===== src/rtl/seg7_pkg.sv =====
// Shared seven-segment constants for the scan-sniffing decoder.
// Segment order is seg[6]=a down to seg[0]=g, active-high.
package seg7_pkg;

  localparam int SEG_A = 6;
  localparam int SEG_B = 5;
  localparam int SEG_C = 4;
  localparam int SEG_D = 3;
  localparam int SEG_E = 2;
  localparam int SEG_F = 1;
  localparam int SEG_G = 0;

  localparam logic [6:0] SEG_0 = 7'b1111110;
  localparam logic [6:0] SEG_1 = 7'b0110000;
  localparam logic [6:0] SEG_2 = 7'b1101101;
  localparam logic [6:0] SEG_3 = 7'b1111001;
  localparam logic [6:0] SEG_4 = 7'b0110011;
  localparam logic [6:0] SEG_5 = 7'b1011011;
  localparam logic [6:0] SEG_6 = 7'b1011111;
  localparam logic [6:0] SEG_7 = 7'b1110000;
  localparam logic [6:0] SEG_8 = 7'b1111111;
  localparam logic [6:0] SEG_9 = 7'b1111011;
  localparam logic [6:0] SEG_A_HEX = 7'b1110111;
  localparam logic [6:0] SEG_B_HEX = 7'b0011111;
  localparam logic [6:0] SEG_C_HEX = 7'b1001110;
  localparam logic [6:0] SEG_D_HEX = 7'b0111101;
  localparam logic [6:0] SEG_E_HEX = 7'b1001111;
  localparam logic [6:0] SEG_F_HEX = 7'b1000111;

  typedef enum logic {
    COLLECT = 1'b0,
    PUBLISH = 1'b1
  } state_e;

endpackage


===== src/rtl/seg7_to_hex.sv =====
// Combinational seven-segment pattern to hex nibble decoder.
// Unrecognised patterns flag bad and return nibble 0.
module seg7_to_hex
  import seg7_pkg::*;
(
  input  logic [6:0] seg_i,
  output logic       bad_o,
  output logic [3:0] nib_o
);

  always_comb begin
    bad_o = 1'b0;
    nib_o = 4'h0;
    case (seg_i)
      SEG_0:     nib_o = 4'h0;
      SEG_1:     nib_o = 4'h1;
      SEG_2:     nib_o = 4'h2;
      SEG_3:     nib_o = 4'h3;
      SEG_4:     nib_o = 4'h4;
      SEG_5:     nib_o = 4'h5;
      SEG_6:     nib_o = 4'h6;
      SEG_7:     nib_o = 4'h7;
      SEG_8:     nib_o = 4'h8;
      SEG_9:     nib_o = 4'h9;
      SEG_A_HEX: nib_o = 4'hA;
      SEG_B_HEX: nib_o = 4'hB;
      SEG_C_HEX: nib_o = 4'hC;
      SEG_D_HEX: nib_o = 4'hD;
      SEG_E_HEX: nib_o = 4'hE;
      SEG_F_HEX: nib_o = 4'hF;
      default:   bad_o = 1'b1;
    endcase
  end

endmodule


===== src/rtl/seg7_scan_decoder.sv =====
// Recovers the hex frame shown on a multiplexed seven-segment bus,
// filtering scan glitches and flagging unrecognised digit patterns.
module seg7_scan_decoder
  import seg7_pkg::*;
#(
  parameter int NDIG   = 4,
  parameter int STABLE = 3
) (
  input  logic              clk,
  input  logic              rst,
  input  logic [NDIG-1:0]   an,
  input  logic [6:0]        seg,
  output logic [4*NDIG-1:0] value,
  output logic              valid,
  output logic [NDIG-1:0]   bad_mask,
  output logic              err
);

  localparam int SW = NDIG + 7;
  localparam int CW = $clog2(STABLE + 1);
  localparam logic [CW-1:0] CMAX = CW'(STABLE);
  localparam logic [CW-1:0] CACC = CW'(STABLE - 1);

  logic [SW-1:0]     pins;
  logic [SW-1:0]     sample_q;
  logic [CW-1:0]     cnt_q, cnt_d;
  logic [NDIG-1:0]   an_s;
  logic              same;
  logic              acc;
  logic              dec_bad;
  logic [3:0]        dec_nib;
  logic [NDIG-1:0]   cap_q, cap_d;
  logic [NDIG-1:0]   bad_q;
  logic [4*NDIG-1:0] nib_q;
  logic [4*NDIG-1:0] value_q;
  logic [NDIG-1:0]   mask_q;
  logic              err_q;
  logic              valid_q;
  state_e            state_q;

  assign pins = {an, seg};
  assign an_s = sample_q[SW-1:7];

  seg7_to_hex u_dec (
    .seg_i (sample_q[6:0]),
    .bad_o (dec_bad),
    .nib_o (dec_nib)
  );

  // sample_q is the previous sample relative to the pins being registered
  always_comb begin
    same  = (pins == sample_q);
    cnt_d = CW'(1);
    if (same)
      cnt_d = (cnt_q == CMAX) ? CMAX : cnt_q + CW'(1);
    acc   = same && (cnt_q == CACC) && $onehot(an_s);
    cap_d = cap_q | (acc ? an_s : '0);
  end

  always_ff @(posedge clk) begin
    if (rst) begin
      sample_q <= '0;
      cnt_q    <= '0;
      cap_q    <= '0;
      bad_q    <= '0;
      nib_q    <= '0;
      value_q  <= '0;
      mask_q   <= '0;
      err_q    <= 1'b0;
      valid_q  <= 1'b0;
      state_q  <= COLLECT;
    end else begin
      sample_q <= pins;
      cnt_q    <= cnt_d;
      valid_q  <= 1'b0;
      unique case (state_q)
        COLLECT: begin
          if (acc) begin
            for (int i = 0; i < NDIG; i++) begin
              if (an_s[i]) begin
                nib_q[4*i +: 4] <= dec_nib;
                bad_q[i]        <= dec_bad;
              end
            end
          end
          cap_q <= cap_d;
          if (&cap_d)
            state_q <= PUBLISH;
        end
        PUBLISH: begin
          value_q <= nib_q;
          mask_q  <= bad_q;
          err_q   <= |bad_q;
          valid_q <= 1'b1;
          cap_q   <= '0;
          bad_q   <= '0;
          state_q <= COLLECT;
        end
        default: state_q <= COLLECT;
      endcase
    end
  end

  assign value    = value_q;
  assign valid    = valid_q;
  assign bad_mask = mask_q;
  assign err      = err_q;

endmodule


===== config.mk =====
export PLATFORM = sky130hd
export DESIGN_NAME = seg7_scan_decoder
export DESIGN_NICKNAME = d
export VERILOG_FILES = /design/src/rtl/seg7_pkg.sv /design/src/rtl/seg7_to_hex.sv /design/src/rtl/seg7_scan_decoder.sv
export SDC_FILE = /design/constraint.sdc
export NUM_CORES = 1
export LEC_CHECK = 0
export BUFFER_PORTS_ARGS = -buffer_cell sky130_fd_sc_hd__buf_2
export CORE_UTILIZATION = 55
export DETAILED_ROUTE_END_ITERATION = 8
export PLACE_DENSITY = 0.81
export REMOVE_ABC_BUFFERS = 1
export SYNTH_ARGS = -nofsm -noshare
export SYNTH_HDL_FRONTEND = slang
export SYNTH_HIERARCHICAL = 1
export SYNTH_SLANG_ARGS = --single-unit

===== constraint.sdc =====
create_clock -name clk -period 3.45 [get_ports clk]
set_clock_uncertainty 0.2 [all_clocks]
set_input_delay 0.345 -clock clk [delete_from_list [all_inputs] [get_ports clk]]
set_output_delay 0.345 -clock clk [all_outputs]
set_load 0.01 [all_outputs]

# Yosys cells after proc, flatten, opt, wreduce, memory -nomap -nowiden

Index checks and enable logic that the tools add are counted.

Add/sub/neg operators: 4
Eq/ne operators: 25
Multiplexer cells: 15
Bitwise gates (word level): 3
Reduce and logical (&&, ||, !) cells: 14

Operators by type and width:

| kind                | count |
|---|---|
| $eq 7x7->1 const B  | 12 |
| $pmux 4 s15         | 1 |
| $eq 7x6->1 const B  | 3 |
| $pmux 4 s2          | 2 |
| $reduce_or 16->1    | 1 |
| $reduce_and 3->1    | 4 |
| $eq 11x11->1        | 1 |
| $ne 2x2->1 const B  | 5 |
| $mux 1              | 8 |
| $mux 4              | 2 |
| $reduce_and 2->1    | 4 |
| $eq 7x5->1 const B  | 1 |
| $add 1x1->2         | 2 |
| $eq 2x2->1 const B  | 2 |
| $or 4x4->4          | 1 |
| $reduce_and 4->1    | 1 |
| $reduce_or 4->1     | 1 |
| $add 2x2->3         | 1 |
| $eq 3x1->1 const B  | 1 |
| $add 2x1->2 const B | 1 |
| $logic_and 1x1->1   | 2 |
| $mux 2              | 1 |
| $not 1->1           | 2 |
| $pmux 1 s2          | 1 |
| $reduce_or 2->1     | 1 |

Flip-flop bits (word level): 60
Bits of input ports: 13
Output and inout bits: 22
Logic and storage cells: 78

# Longest topological paths before layout

Depth after elaboration: 9
Mapped depth: 13
Mapped depth without buffers: 10

# Modules after synthesis

Netlist, hierarchy kept.

Modules (own cells, without submodules):

| module            | instances | cells an instance | area an instance (um^2) | seq. area each (um^2) |
|---|---|---|---|---|
| seg7_scan_decoder | 1         | 240               | 2498.6                  | 1201.2 |
| seg7_to_hex       | 1         | 50                | 326.6                   | 0.0 |

# Least setup slack after synthesis

Ideal clock, no wire load.

Path kind: reg2reg
From: reg sample_q[7]
To: reg nib_q[4]
Data arrival time: 2.665 ns
Data required time: 3.118 ns
Setup slack: 0.453 ns
Cell stages (with the launch flop): 14
Period minus slack after synthesis: 2.997 ns
Path through: dfxtp_1 > buf_2 > inv_1 > fa_1 > inv_1 > ha_1 > ha_1 > and3b_1 > nand2_1 > or4_4 > buf_6 > buf_8 > o21ai_1 > a21oi_1

Word-level cells in the longest chain between the ends: 5
Elaborated cells on any way between the ends: 7

RTL lines:

| item                                | RTL line                | text |
|---|---|---|
| from (decl)                         | seg7_scan_decoder.sv:25 | `logic [SW-1:0] sample_q;` |
| from (signal assigned)              | seg7_scan_decoder.sv:73 | `sample_q <= pins;` |
| $add 1x1->2 (implied by the code)   | seg7_scan_decoder.sv:56 | `acc = same && (cnt_q == CACC) && $onehot(an_s);` |
| $add 2x2->3 (implied by the code)   | seg7_scan_decoder.sv:56 |  |
| $eq 3x1->1                          | seg7_scan_decoder.sv:56 |  |
| $logic_and 1x1->1 *                 | seg7_scan_decoder.sv:56 |  |
| $reduce_and 3->1 (no source line) * | n/a                     |  |
| to (signal, indexed assignment)     | seg7_scan_decoder.sv:81 | `nib_q[4*i +: 4] <= dec_nib;` |
| to (decl)                           | seg7_scan_decoder.sv:34 | `logic [4*NDIG-1:0] nib_q;` |

Mark *: on every way between the ends. The rest lies on a longest branch, timed or not.
A chain may end at the register's enable or synchronous reset.

# Final worst setup path

From: reg sample_q[7]
To: reg state_q

Word-level cells in the longest chain between the ends: 9
Elaborated cells on any way between the ends: 11

RTL lines:

| item                              | RTL line                | text |
|---|---|---|
| $add 1x1->2 (implied by the code) | seg7_scan_decoder.sv:56 |  |
| $add 2x2->3 (implied by the code) | seg7_scan_decoder.sv:56 |  |
| $eq 3x1->1                        | seg7_scan_decoder.sv:56 |  |
| $logic_and 1x1->1                 | seg7_scan_decoder.sv:56 |  |
| $mux 4 *                          | seg7_scan_decoder.sv:57 | `cap_d = cap_q \| (acc ? an_s : '0);` |
| $or 4x4->4 *                      | seg7_scan_decoder.sv:57 |  |
| $reduce_and 4->1 *                | seg7_scan_decoder.sv:87 | `if (&cap_d)` |
| $mux 1 *                          | seg7_scan_decoder.sv:87 |  |
| $pmux 1 s2 *                      | seg7_scan_decoder.sv:76 | `unique case (state_q)` |
| to (signal assigned)              | seg7_scan_decoder.sv:88 | `state_q <= PUBLISH;` |
| to (signal assigned)              | seg7_scan_decoder.sv:97 | `state_q <= COLLECT;` |
| to (signal assigned)              | seg7_scan_decoder.sv:99 | `default: state_q <= COLLECT;` |
| to (decl)                         | seg7_scan_decoder.sv:39 | `state_e state_q;` |

Marked as above.

==> qor.yml <==
status: "finished clean"
synth_seq_cells: 60
clock_latency_ps: 340
grt_start_max_net_pins: 49
fmax_ghz: 0.343
swShare_pct: 24.4
postCtsSetupBuffers: 0
syn_to_final_growth_pct: 11.3
drc: 0
crit_path_end_kind: "register"
dieArea_um2: 5430
wirelength_mm: 5.26
post_drt_wl_per_cell_um: 13.6
hold_class: "in -> reg"
worstSetupPathType: "reg -> reg"
cp_slowest_cell: "fa_1"
worstPathArrival_ps: 2950
grt_overflow_total: 0
initial_core_util_pct: 58.6
cts.clk_slew.worst_paths_ps: 60
nets: 331
netlist_instances: 290
critical_path.cell_chain: "inv_1 > fa_1 > inv_1 > ha_1 > ha_1 > and3b_1 > nand2_1 > nor4_4 > buf_4 > a21oi_1 > nor4b_2"
drive_gt1_share_pct: 22.5
p_seq_share_pct: 52.4
cp_top_family: "adder cells"
powerDensity_nw_per_um2: 435
synth_flop_cell: "dfxtp_1"
cts_root_buf: "clkbuf_8"
vdd_ir_drop_max_uv: 294
chipWidth_um: 73.7
slew_headroom_pct: 35.7
cts-buffers-inserted: 9
r2r_setup_slack_ps: 540
drt_iter0_drc: 191
synth_area_um2: 2830
cts_tree: "built"
dp_hpwl_mm: 3.59
final_antenna_net_count: 0
antenna_found_initial: 0
setup_viol: 0
grt_pass1_vias: 2048
grt_pass1_wl_mm: 8.97
async_flop_share_pct: 0
synth_top_area_share_pct: 42.5
ioPinCount: 35
worst_pin_slew_ps: 964
drt_pass1_iterations: 4
hold_end: "sample_q[6]"
track_usage_pct: 21.7
rsz0062_at_grt: "false"
maxCapViolations: 0
slew_viol_final: 0
reg2reg_depth: 11
cp_slowest_stage_delay_ps: 530
synthTopCellsByCount: "dfxtp_1, nor2_1, a21oi_1"
critPathMaxFanout: 25
viasPerCell: 5.58
cts.repair.resized: 0
synth_most_common_cell: "dfxtp_1"
clkPwrFrac_pct: 41.3
r2r-end: "state_q"
p_comb_share_pct: 6.3
htree_levels: 3
synth.largest_area_cell: "dfxtp_1"
avgSynthCellArea_um2: 9.74
synth_edf_count: 0
timing.final.crit_period_ps: 2910
worstReg2RegStart: "sample_q[7]"
vias: 2161
cts_buffer_depth: 2
power.total_w: 0.00137
antenna_cells: 0
clock-sinks: 60
cp-start-kind: "register"
min_path_cells: 2
yosys.cell_types.count: 53
hold_viol: 0
yosysSeqAreaShare_pct: 42.5
portBuffers: 34
die-height_um: 73.7
post-route-period-util_pct: 84.4
synthTopCellsByArea: "dfxtp_1, mux2i_1, nand4b_1"
ctsHoldBuffers: 0
intPower_w: 0.00104
place_congestion: 0.896
ys.warnings.count: 6
switchingPower_w: 0.000333
final.setup.tns_ps: 0
row_count: 25
leakage_nw: 1.19
core-area_um2: 4820
cp.required_ps: 3490
startpoint: "sample_q[7]"
min_from: "seg[6]"
crit_buf_inv: 3
power by group through the flow:
stage	Sequential (W)	Combinational [W]	Clock [W]
floorplan	0.000732	0.0000490	0
global placement	0.000732	0.0000839	0
detailed placement	0.000733	0.0000857	0
CTS	0.000717	0.0000864	0.000580
global route	0.000720	0.0000938	0.000605
finish	0.000717	0.0000859	0.000566
kinds of logic after synthesis:
family | Yosys count | synth area share [%]
AOI/OAI and AO/OA | 56 | 11.5
xor gates and xnor gates | 12 | 5.71
adders and majority gates | 3 | 1.59
buffers and inverters | 32 | 6.33
DFF | 60 | 42.5
muxes | 21 | 7.44
and+or+nand+nor | 106 | 24.9
area by class of cell:
type	count	area [um2]
fill	448	1670
multi-input combinational	198	1450
sequential	60	1200
timing repair buffer	39	208
clock buffer	12	155
tap	67	83.8
inverter	7	26.3
clock inverter	4	23.8
registers in the layout (all words and copies together), names as in the netlist:
name,count
state_q,1
err,1
bad_mask,4
cnt_q,2
sample_q,11
value,16
cap_q,4
bad_q,4
nib_q,16
valid,1
layout by cell type, fill, tap and decap left out, drive strengths merged, types with 3 or more instances in the layout:
cell type  count
nor3           6
clkbuf        12
nand4          4
buf           39
o21a           4
nand2          7
xnor2         11
inv            7
clkinv         4
a21oi         23
nor2          26
a21boi         3
nand3          7
and3           3
nor4           5
nand4b        16
mux2i         21
nor2b         14
dfxtp         60
nand2b         5
o21ai         19
worst max path at each step:
stage	slack, ps	cells past startpoint	end
after global routing	400	11	state_q
after global placement	660	10	nib_q[5]
after CTS	570	11	state_q
after detailed placement	580	10	nib_q[9]
after floorplan	240	10	state_q
final	540	11	state_q
through the flow:
step	cells	setup slack (ps)	instance area, um2	utilization, %	hold slack [ps]
floorplan	265	240	2670	-	214
finish	387	538	3140	65.3	43.0
global route	387	395	3140	65.3	44.7
global placement	371	659	2970	61.6	239
detailed placement	371	581	2970	61.6	265
CTS	387	567	3140	65.3	30.7
metal layers:
metal  GRT usage (%)  share of wire [%]
met2            33.9                 47
met5               0                  0
met1            28.1                 47
met3            6.17                4.8
met4            8.97                1.7
Power figures use the tool's default switching activity.
